==> src/rtl/fixedpoint_issue_sched_pkg.sv <==
// Shared types and helpers for the fixed-point execute-stage issue/writeback scheduler.
package fixedpoint_issue_sched_pkg;

  typedef enum logic [2:0] {
    UNIT_ALU   = 3'd0,
    UNIT_ROTM  = 3'd1,
    UNIT_SPREU = 3'd2,
    UNIT_MUL   = 3'd3,
    UNIT_DIV   = 3'd4
  } fxdpt_unit_e;

  typedef logic [4:0] reg_index_t;

  typedef enum logic [1:0] {
    DIV_IDLE  = 2'd0,
    DIV_COUNT = 2'd1,
    DIV_HOLD  = 2'd2
  } div_state_e;

  function automatic logic [31:0] dest_onehot(input reg_index_t idx);
    dest_onehot = 32'd1 << idx;
  endfunction

  function automatic logic is_single_cycle(input logic [2:0] unit);
    is_single_cycle = (unit == UNIT_ALU) || (unit == UNIT_ROTM) || (unit == UNIT_SPREU);
  endfunction

endpackage

==> src/rtl/fixedpoint_issue_sched_chk.sv <==
// Invariant checker: at most one source may claim the writeback register per cycle.
module fixedpoint_issue_sched_chk (
  input logic clk,
  input logic reset,
  input logic mul_due_next,
  input logic div_wb,
  input logic fire_single
);

  one_wb_source: assert property (@(posedge clk) disable iff (reset)
    $onehot0({mul_due_next, div_wb, fire_single}));

endmodule

==> src/rtl/fixedpoint_issue_sched_div_seq.sv <==
// Divider sequencer: counts DIV_CYCLES after start, then holds the result until the
// writeback port is free of a due multiplier result.
module fixedpoint_div_seq
  import fixedpoint_issue_sched_pkg::*;
#(
  parameter int DIV_CYCLES = 32
) (
  input  logic       clk,
  input  logic       reset,
  input  logic       flush,
  input  logic       start,
  input  reg_index_t start_dest,
  input  logic       mul_due_next,
  output logic       div_start,
  output logic       div_pending,
  output logic       div_busy,
  output logic       div_abort,
  output logic       div_wb,
  output reg_index_t div_dest
);

  localparam int CW = $clog2(DIV_CYCLES + 1);

  div_state_e    state, state_next;
  logic [CW-1:0] count, count_next;

  // In HOLD, count==1 means the result still waits for a slot, count==0 means it is being written.
  assign div_start   = start;
  assign div_busy    = (state != DIV_IDLE);
  assign div_pending = ((state == DIV_COUNT) && (count == CW'(1))) ||
                       ((state == DIV_HOLD) && (count != {CW{1'b0}}));

  // State, counter, abort pulse and captured destination.
  always_ff @(posedge clk) begin
    if (reset) begin
      state     <= DIV_IDLE;
      count     <= {CW{1'b0}};
      div_abort <= 1'b0;
      div_dest  <= 5'd0;
    end else begin
      state     <= state_next;
      count     <= count_next;
      div_abort <= flush && (state != DIV_IDLE);
      if (start) begin
        div_dest <= start_dest;
      end
    end
  end

  // Next-state and writeback-claim decode.
  always_comb begin
    state_next = state;
    count_next = count;
    div_wb     = 1'b0;
    if (flush) begin
      state_next = DIV_IDLE;
      count_next = {CW{1'b0}};
    end else begin
      case (state)
        DIV_IDLE: begin
          if (start) begin
            state_next = DIV_COUNT;
            count_next = CW'(DIV_CYCLES);
          end else begin
            state_next = DIV_IDLE;
          end
        end
        DIV_COUNT: begin
          if (count == CW'(1)) begin
            state_next = DIV_HOLD;
            div_wb     = !mul_due_next;
            count_next = mul_due_next ? CW'(1) : {CW{1'b0}};
          end else begin
            count_next = count - CW'(1);
          end
        end
        DIV_HOLD: begin
          if (count == {CW{1'b0}}) begin
            state_next = DIV_IDLE;
          end else if (!mul_due_next) begin
            div_wb     = 1'b1;
            count_next = {CW{1'b0}};
          end else begin
            count_next = count;
          end
        end
        default: begin
          state_next = DIV_IDLE;
          count_next = {CW{1'b0}};
        end
      endcase
    end
  end

endmodule

==> src/rtl/fixedpoint_issue_sched.sv <==
// Issue/writeback scheduler for the fixed-point execute stage: one op in, one result out
// per cycle, with multiplier pipe tracking, divider sequencing and in-flight dest mask.
module fixedpoint_issue_sched
  import fixedpoint_issue_sched_pkg::*;
#(
  parameter int MUL_STAGES = 3,
  parameter int DIV_CYCLES = 32
) (
  input  logic        clk,
  input  logic        reset,
  input  logic        issue_valid,
  input  logic [2:0]  issue_unit,
  input  logic [4:0]  issue_dest,
  output logic        issue_ready,
  input  logic        flush,
  output logic        div_start,
  output logic        div_abort,
  output logic        div_busy,
  output logic        wb_valid,
  output logic [2:0]  wb_unit,
  output logic [4:0]  wb_dest,
  output logic [31:0] inflight_mask
);

  // The wb register is the final multiplier stage, so the tracking pipe is one shorter.
  localparam int MUL_DEPTH = MUL_STAGES - 1;

  logic [MUL_DEPTH-1:0] mul_valid;
  reg_index_t           mul_dest [MUL_DEPTH];
  logic                 mul_due_next;
  logic                 fire, fire_single, fire_mul, fire_div;
  logic                 div_pending, div_wb;
  reg_index_t           div_dest;
  logic [31:0]          mask_set, mask_clr;

  assign mul_due_next = mul_valid[MUL_DEPTH-1];
  assign fire         = issue_valid && issue_ready;
  assign fire_single  = fire && is_single_cycle(issue_unit);
  assign fire_mul     = fire && (issue_unit == UNIT_MUL);
  assign fire_div     = fire && (issue_unit == UNIT_DIV);

  // Issue acceptance; unit codes above DIV are never accepted.
  always_comb begin
    issue_ready = 1'b0;
    if (reset || flush || div_pending || (issue_unit > 3'd4)) begin
      issue_ready = 1'b0;
    end else if (is_single_cycle(issue_unit)) begin
      issue_ready = !mul_due_next;
    end else if (issue_unit == UNIT_DIV) begin
      issue_ready = !div_busy;
    end else begin
      issue_ready = 1'b1;
    end
  end

  // Multiplier valid bits shift every cycle.
  always_ff @(posedge clk) begin
    if (reset || flush) begin
      mul_valid <= {MUL_DEPTH{1'b0}};
    end else begin
      for (int i = MUL_DEPTH - 1; i > 0; i--) begin
        mul_valid[i] <= mul_valid[i-1];
      end
      mul_valid[0] <= fire_mul;
    end
  end

  // Multiplier destinations follow their valid bits.
  always_ff @(posedge clk) begin
    for (int i = MUL_DEPTH - 1; i > 0; i--) begin
      mul_dest[i] <= mul_dest[i-1];
    end
    mul_dest[0] <= issue_dest;
  end

  // Writeback register: a due multiplier outranks the divider, which outranks new single-cycle ops.
  always_ff @(posedge clk) begin
    if (reset || flush) begin
      wb_valid <= 1'b0;
      wb_unit  <= 3'd0;
      wb_dest  <= 5'd0;
    end else if (mul_due_next) begin
      wb_valid <= 1'b1;
      wb_unit  <= UNIT_MUL;
      wb_dest  <= mul_dest[MUL_DEPTH-1];
    end else if (div_wb) begin
      wb_valid <= 1'b1;
      wb_unit  <= UNIT_DIV;
      wb_dest  <= div_dest;
    end else if (fire_single) begin
      wb_valid <= 1'b1;
      wb_unit  <= issue_unit;
      wb_dest  <= issue_dest;
    end else begin
      wb_valid <= 1'b0;
      wb_unit  <= 3'd0;
      wb_dest  <= 5'd0;
    end
  end

  // In-flight mask updates; a new issue to the same index wins over a retiring one.
  always_comb begin
    mask_set = (fire_mul || fire_div) ? dest_onehot(issue_dest) : 32'd0;
    if (wb_valid && ((wb_unit == UNIT_MUL) || (wb_unit == UNIT_DIV))) begin
      mask_clr = dest_onehot(wb_dest);
    end else begin
      mask_clr = 32'd0;
    end
  end

  // In-flight mask register.
  always_ff @(posedge clk) begin
    if (reset || flush) begin
      inflight_mask <= 32'd0;
    end else begin
      inflight_mask <= (inflight_mask & ~mask_clr) | mask_set;
    end
  end

  fixedpoint_div_seq #(.DIV_CYCLES(DIV_CYCLES)) u_div_seq (
    .clk          (clk),
    .reset        (reset),
    .flush        (flush),
    .start        (fire_div),
    .start_dest   (issue_dest),
    .mul_due_next (mul_due_next),
    .div_start    (div_start),
    .div_pending  (div_pending),
    .div_busy     (div_busy),
    .div_abort    (div_abort),
    .div_wb       (div_wb),
    .div_dest     (div_dest)
  );

  fixedpoint_issue_sched_chk u_chk (
    .clk          (clk),
    .reset        (reset),
    .mul_due_next (mul_due_next),
    .div_wb       (div_wb),
    .fire_single  (fire_single)
  );

endmodule
==> config.mk <==
export PLATFORM = sky130hd
export DESIGN_NAME = fixedpoint_issue_sched
export DESIGN_NICKNAME = d
export VERILOG_FILES = /design/src/rtl/fixedpoint_issue_sched_pkg.sv /design/src/rtl/fixedpoint_issue_sched_chk.sv /design/src/rtl/fixedpoint_issue_sched_div_seq.sv /design/src/rtl/fixedpoint_issue_sched.sv
export SDC_FILE = /design/constraint.sdc
export NUM_CORES = 1
export LEC_CHECK = 0
export ABC_AREA = 1
export CORE_MARGIN = 2
export CORE_UTILIZATION = 43
export DETAILED_ROUTE_END_ITERATION = 7
export PLACE_DENSITY = 0.74
export SLEW_MARGIN = 20
export SYNTH_ARGS = -nofsm -noshare
export SYNTH_HDL_FRONTEND = slang
export SYNTH_HIERARCHICAL = 1
export SYNTH_SLANG_ARGS = --single-unit
==> constraint.sdc <==
create_clock -name clk -period 3.2 [get_ports clk]
set_clock_uncertainty 0.05 [all_clocks]
set_input_delay 0.32 -clock clk [delete_from_list [all_inputs] [get_ports clk]]
set_output_delay 0.32 -clock clk [all_outputs]
set_load 0.005 [all_outputs]
==> results of run 1 <==
routing by layer:
| layer | global-route usage | vias to the layer above | routed length, um |
|---|---|---|---|
| met2 | 0.364 | 186 | 4620 |
| met3 | 0.0503 | 17 | 889 |
| li1 | - | 1799 | - |
| met1 | 0.295 | 1671 | 4050 |
| met5 | 0 | - | 0 |
| met4 | 0.0821 | 0 | 163 |
worst max-delay path: cells and delay by family, from the launching register on:
family	cells	cell delay, ns
adder cells (fa/ha/maj)	1	0.21
buffers and inverters	3	0.85
flip-flops	1	0.33
AND/OR/NAND/NOR	8	0.86
cells by family after synthesis:
logic type	share of synthesized area
AND/OR/NAND/NOR	0.307
adder cells (fa/ha/maj)	0.0211
flip-flops	0.377
XOR/XNOR	0.00246
buffers and inverters	0.102
AO/OA/AOI/OAI	0.191
cell usage after synthesis, drive strengths merged:
library cell / instances
clkbuf: 9
dfxtp: 67
o2111ai: 32
a21oi: 51
ha: 6
nand3: 40
nand4: 27
nor2: 82
inv: 39
nor4: 1
nor3: 8
xnor2: 1
o21ai: 27
buf: 29
nand2: 78
clkinv: 2
through the flow:
step | util | hold slack, ns | instance area, sq um
after floorplan | - | 0.260 | 3560
after global placement | 0.506 | 0.262 | 4110
after detailed placement | 0.506 | 0.265 | 4110
after CTS | 0.525 | 0.280 | 4270
after global routing | 0.526 | 0.286 | 4280
final | 0.526 | 0.278 | 4280
cell type report:
type                            instances  area, sq um  share of cell area
Multi-Input combinational cell        353         1860               0.435
Sequential cell                        67         1340               0.314
Timing Repair Buffer                   65          628               0.147
Inverter                               41          154              0.0360
Clock buffer                           12          145              0.0339
Tap cell                              105          131              0.0307
Clock inverter                          3         15.0             0.00351
power by group through the flow:
stage / Sequential, mW / Combinational [mW] / Clock, mW
after global placement: 0.864 / 0.104 / 0
after CTS: 0.845 / 0.107 / 0.616
after floorplan: 0.863 / 0.0785 / 0
final: 0.845 / 0.109 / 0.602
after detailed placement: 0.864 / 0.107 / 0
after global routing: 0.846 / 0.119 / 0.653
flip-flops by register name (all words and copies together), names as in the netlist:
signal,flops
wb_dest,5
wb_unit,3
mul_valid,2
mul_dest,10
u_div_seq/div_dest,5
u_div_seq/div_abort,1
wb_valid,1
inflight_mask,32
u_div_seq/state,2
u_div_seq/count,6
worst paths after layout:
check	from	endpoint	slack [ns]	cells after the start
worst max-delay path	u_div_seq/count[0]	div_start	0.23	12
worst min-delay path	mul_dest[0][2]	mul_dest[0][7]	0.28	0
worst max register to register	u_div_seq/count[0]	u_div_seq/count[2]	0.63	17
worst min register to register	mul_dest[0][2]	mul_dest[0][7]	0.28	0
what timing repair did:
| item | in CTS | in global routing |
|---|---|---|
| resized for setup | 0 | 1 |
| hold buffers | 0 | 0 |
| endpoints found under the setup margin | 0 | 1 |
==> metrics, run 1 <==
full die area=0.00903 sq mm; crit share post-route=0.927; CP max stage cell=clkdlybuf4s50_1; Worst Path Max Fanout=8; Vias=3673; total power=1.56 mW; initial DRC count=459; FF+latch count, synth=67; first-pass GRT wire length=15600 um; Clock power frac=0.387; Tightest Pin Transition=0.664 ns; number of global-route vias before repair=3271; Final nets=555; diode count=0; CP Cell Sequence=inv_1 > ha_1 > nand3_2 > nand2_2 > nand2_1 > nor2_1 > nand2_2 > nor2_4 > nand2_1 > nor4_1 > buf_4 > clkdlybuf4s50_1; top cell type's share of synthesized area=0.377; Ys Warns=6; CTS tree=yes; Synth Area per Inst=7.14 sq um; Post-Layout Cell Count=646; PD cells=364 mW/mm^2; NetSw=0.391 mW; WL/cell=15.1 um; Peak VDD IR=0.270 mV; Netlist cell types=29; # setup viols final=0; most frequent cells in the layout=77 x nor2_1, 71 x nand2_1, 67 x dfxtp_1; Overall Global Routing Usage=0.225; Post-Syn Area=0.00356 sq mm; crit end category=output pin; Tmin final=2.97 ns; Setup TNS=0 ns; Fmax=0.337 GHz; Inst Count DP=631; Detail Route Antenna Nets=0; RSZ-0062 raised after global routing=no; IO Count=57; most common cell after layout, fill and taps aside=nor2_1; Final Routed Wirelength=9720 um; number of I/O port buffers=56; Longest Clk Path Bufs=2; Clk Latency, worst-skew pair=0.35 ns; root buffer cell=clkbuf_8; total CTS buffers=9; Post-DP HPWL=7150 um; pin count of the biggest net entering global routing=42; final hold vios=0; Critical Path Start Type=flop; CORE AREA=0.00813 sq mm; Routability Congestion=0.891; Die Wd=95 um; DRC violations left=0; Final Max Tran Viols=0; top cells by area, synth=dfxtp_1 38%, nor2_1 8.1%, o2111ai_1 7.6%, nand2_1 7.6%, a21oi_1 7.0%; max-cap viol count=0; initial antenna violation count=0; # fillers=799; DRT Pass-1 Iters=5; DIE HEIGHT=95 um; sequential share of the synthesized area=0.377; DP Worst Slack=0.596 ns; share of layout cells above drive strength 1=0.0887; Yosys top cell by area=dfxtp_1; Leakage Power=1.46 nW; Logic pwr share=0.070; vias per cell=5.69; Initial Util=0.438; Slew HR=0.557; Post-CTS Setup Bufs=0; cell-internal power=1.17 mW; WP data required=2.83 ns; area grow syn2layout=20.1%; Syn Inst Count=499; syn nets=517; clock slew at reported path FFs=0.07 ns; Sw Share=0.251; row count=33; GRT Residual Overflow=0; Worst Setup Slack, final=0.232 ns; status=complete, no violations; Hold Path Class=flop to flop; Flop pwr share=0.543; CTS sink count=67; crit path DAT=2.60 ns; Setup CP Type=flop to output pin; Worst path max stage delay=0.51 ns; htree depth=3
Power figures use the tool's default switching activity.
==> run 2, diff against run 1 <==
CTS_BUF_LIST = sky130_fd_sc_hd__clkbuf_8 sky130_fd_sc_hd__clkbuf_16   (was not set)
==> metrics, run 2 (synthesis gave the netlist of run 1 again) <==
crit end category=output pin; number of global-route vias before repair=3271; Longest Clk Path Bufs=2; first-pass GRT wire length=15600 um; reg-to-reg critical path startpoint=u_div_seq/count[0]; # fillers=799; IO Count=57; Worst path max stage delay=0.51 ns; PD cells=363 mW/mm^2; Reg with most FFs=inflight_mask; reg2reg path depth=17; routing usage on met2=0.364; htree depth=3; vias per cell=5.70; met3 usage=0.0503; area grow syn2layout=20.1%; FF-to-FF End=u_div_seq/count[2]; Hold Path Class=flop to flop; most common cell after layout, fill and taps aside=nor2_1; max-cap viol count=0; Vias=3683; Tightest Pin Transition=0.657 ns; Setup CP Type=flop to output pin; DRT Pass-1 Iters=6; total power=1.55 mW; Fmax=0.337 GHz; CTS sink count=67; crit share post-route=0.926; Largest regs=inflight_mask x32, mul_dest x10, u_div_seq/count x6; CORE AREA=0.00813 sq mm; Clk Latency, worst-skew pair=0.35 ns; final hold vios=0; WL/cell=15.1 um; Final Max Tran Viols=0; CP top delay family=simple AND/OR/NAND/NOR gates; fin util=0.526; crit path DAT=2.59 ns; initial DRC count=461; CP Cell Sequence=inv_1 > ha_1 > nand3_2 > nand2_2 > nand2_1 > nor2_1 > nand2_2 > nor2_4 > nand2_1 > nor4_1 > buf_4 > clkdlybuf4s50_1; met1 GRT Util=0.295; diode count=0; share of layout cells above drive strength 1=0.0887; Leakage Power=1.47 nW; Critical Path Start Type=flop; DRC violations left=0; Post-Layout Cell Count=646; number of buffers and inverters on the critical path=3; root buffer cell=clkbuf_8; hold_sp=mul_dest[0][2]; Largest register FFs=32; Detail Route Antenna Nets=0; Setup TNS=0 ns; CP max stage cell=clkdlybuf4s50_1; R2R Setup Slk=0.64 ns; Final nets=555; Hold EP=mul_dest[0][7]; Tmin final=2.96 ns; row count=33; Inst Count DP=631; DIE HEIGHT=95 um; most frequent cells in the layout=77 x nor2_1, 71 x nand2_1, 67 x dfxtp_1; Final Routed Wirelength=9730 um; clock slew at reported path FFs=0.07 ns; status=complete, no violations; RSZ-0062 raised after global routing=no; Die Wd=95 um; Overall Global Routing Usage=0.225; initial antenna violation count=0; WP data required=2.83 ns; # setup viols final=0; Routability Congestion=0.891; Worst Path Max Fanout=8; Slew HR=0.561; pin count of the biggest net entering global routing=42; Post-DP HPWL=7150 um; total CTS buffers=9; Initial Util=0.438; Peak VDD IR=0.272 mV; GRT Residual Overflow=0; worst hold path depth=0; full die area=0.00903 sq mm; # hold bufs at CTS=0; CTS tree=yes; number of I/O port buffers=56; GRT busiest layer=met2
-- run 2: cell types whose count changed in the layout (fill, tap and decap cells not counted), sizes merged --
cell	previous run	this run
inv	39	41
clkbuf	12	10
-- run 2: power breakdown --
part           switching, mW  internal, mW  total (mW)
sequential           0.00340         0.842       0.845
clock                  0.311         0.288       0.599
combinational         0.0791        0.0300       0.109
total                  0.393          1.16        1.55
-- run 2: area by class of cell --
type                            count  area (sq um)  share of cell area
Multi-Input combinational cell    353          1860               0.435
Sequential cell                    67          1340               0.314
Timing Repair Buffer               65           628               0.147
Inverter                           41           154              0.0360
Clock buffer                       10           138              0.0322
Tap cell                          105           131              0.0307
Clock inverter                      5          22.5             0.00527
-- run 2: how the worst max path moves through the flow --
stage	cells after the start	to	start
after floorplan	16	u_div_seq/count[0]	u_div_seq/count[0]
after global placement	12	div_start	u_div_seq/count[0]
after detailed placement	10	issue_ready	u_div_seq/count[0]
after CTS	12	div_start	u_div_seq/count[0]
after global routing	13	div_start	u_div_seq/count[1]
final	12	div_start	u_div_seq/count[0]
-- run 2: routing by layer --
metal	routed length (um)	part of all wire
met2	4650	0.48
met5	0	0
met3	937	0.096
met1	3990	0.41
met4	153	0.016
-- run 2: worst register-to-register path, stage by stage, from the launching register on --
cell     delay, ns
dfxtp_1       0.33
inv_1         0.14
ha_1          0.21
nand3_2       0.11
nand2_2       0.12
nand2_1       0.06
nor2_1        0.15
nand2_2       0.09
nor2_4        0.09
nand2_1       0.07
nor4_1        0.18
buf_4         0.20
inv_2         0.07
nand2_2       0.10
nand2_1       0.08
nor2_2        0.19
nand2_1       0.09
a21oi_1       0.16
-- run 2: repair_timing --
action / CTS / global route
resized for setup: 0 / 1
setup buffers: 0 / 0
endpoints found under the setup margin: 0 / 1
-- run 2: stage by stage --
stage | hold slack (ns) | setup WS (ns) | cell area, sq um
4_1_cts | 0.280 | 0.196 | 4270
5_1_grt | 0.286 | 0.0269 | 4280
2_1_floorplan | 0.260 | 0.538 | 3560
6_report | 0.278 | 0.236 | 4280
3_3_place_gp | 0.262 | 0.677 | 4110
3_5_place_dp | 0.265 | 0.596 | 4110
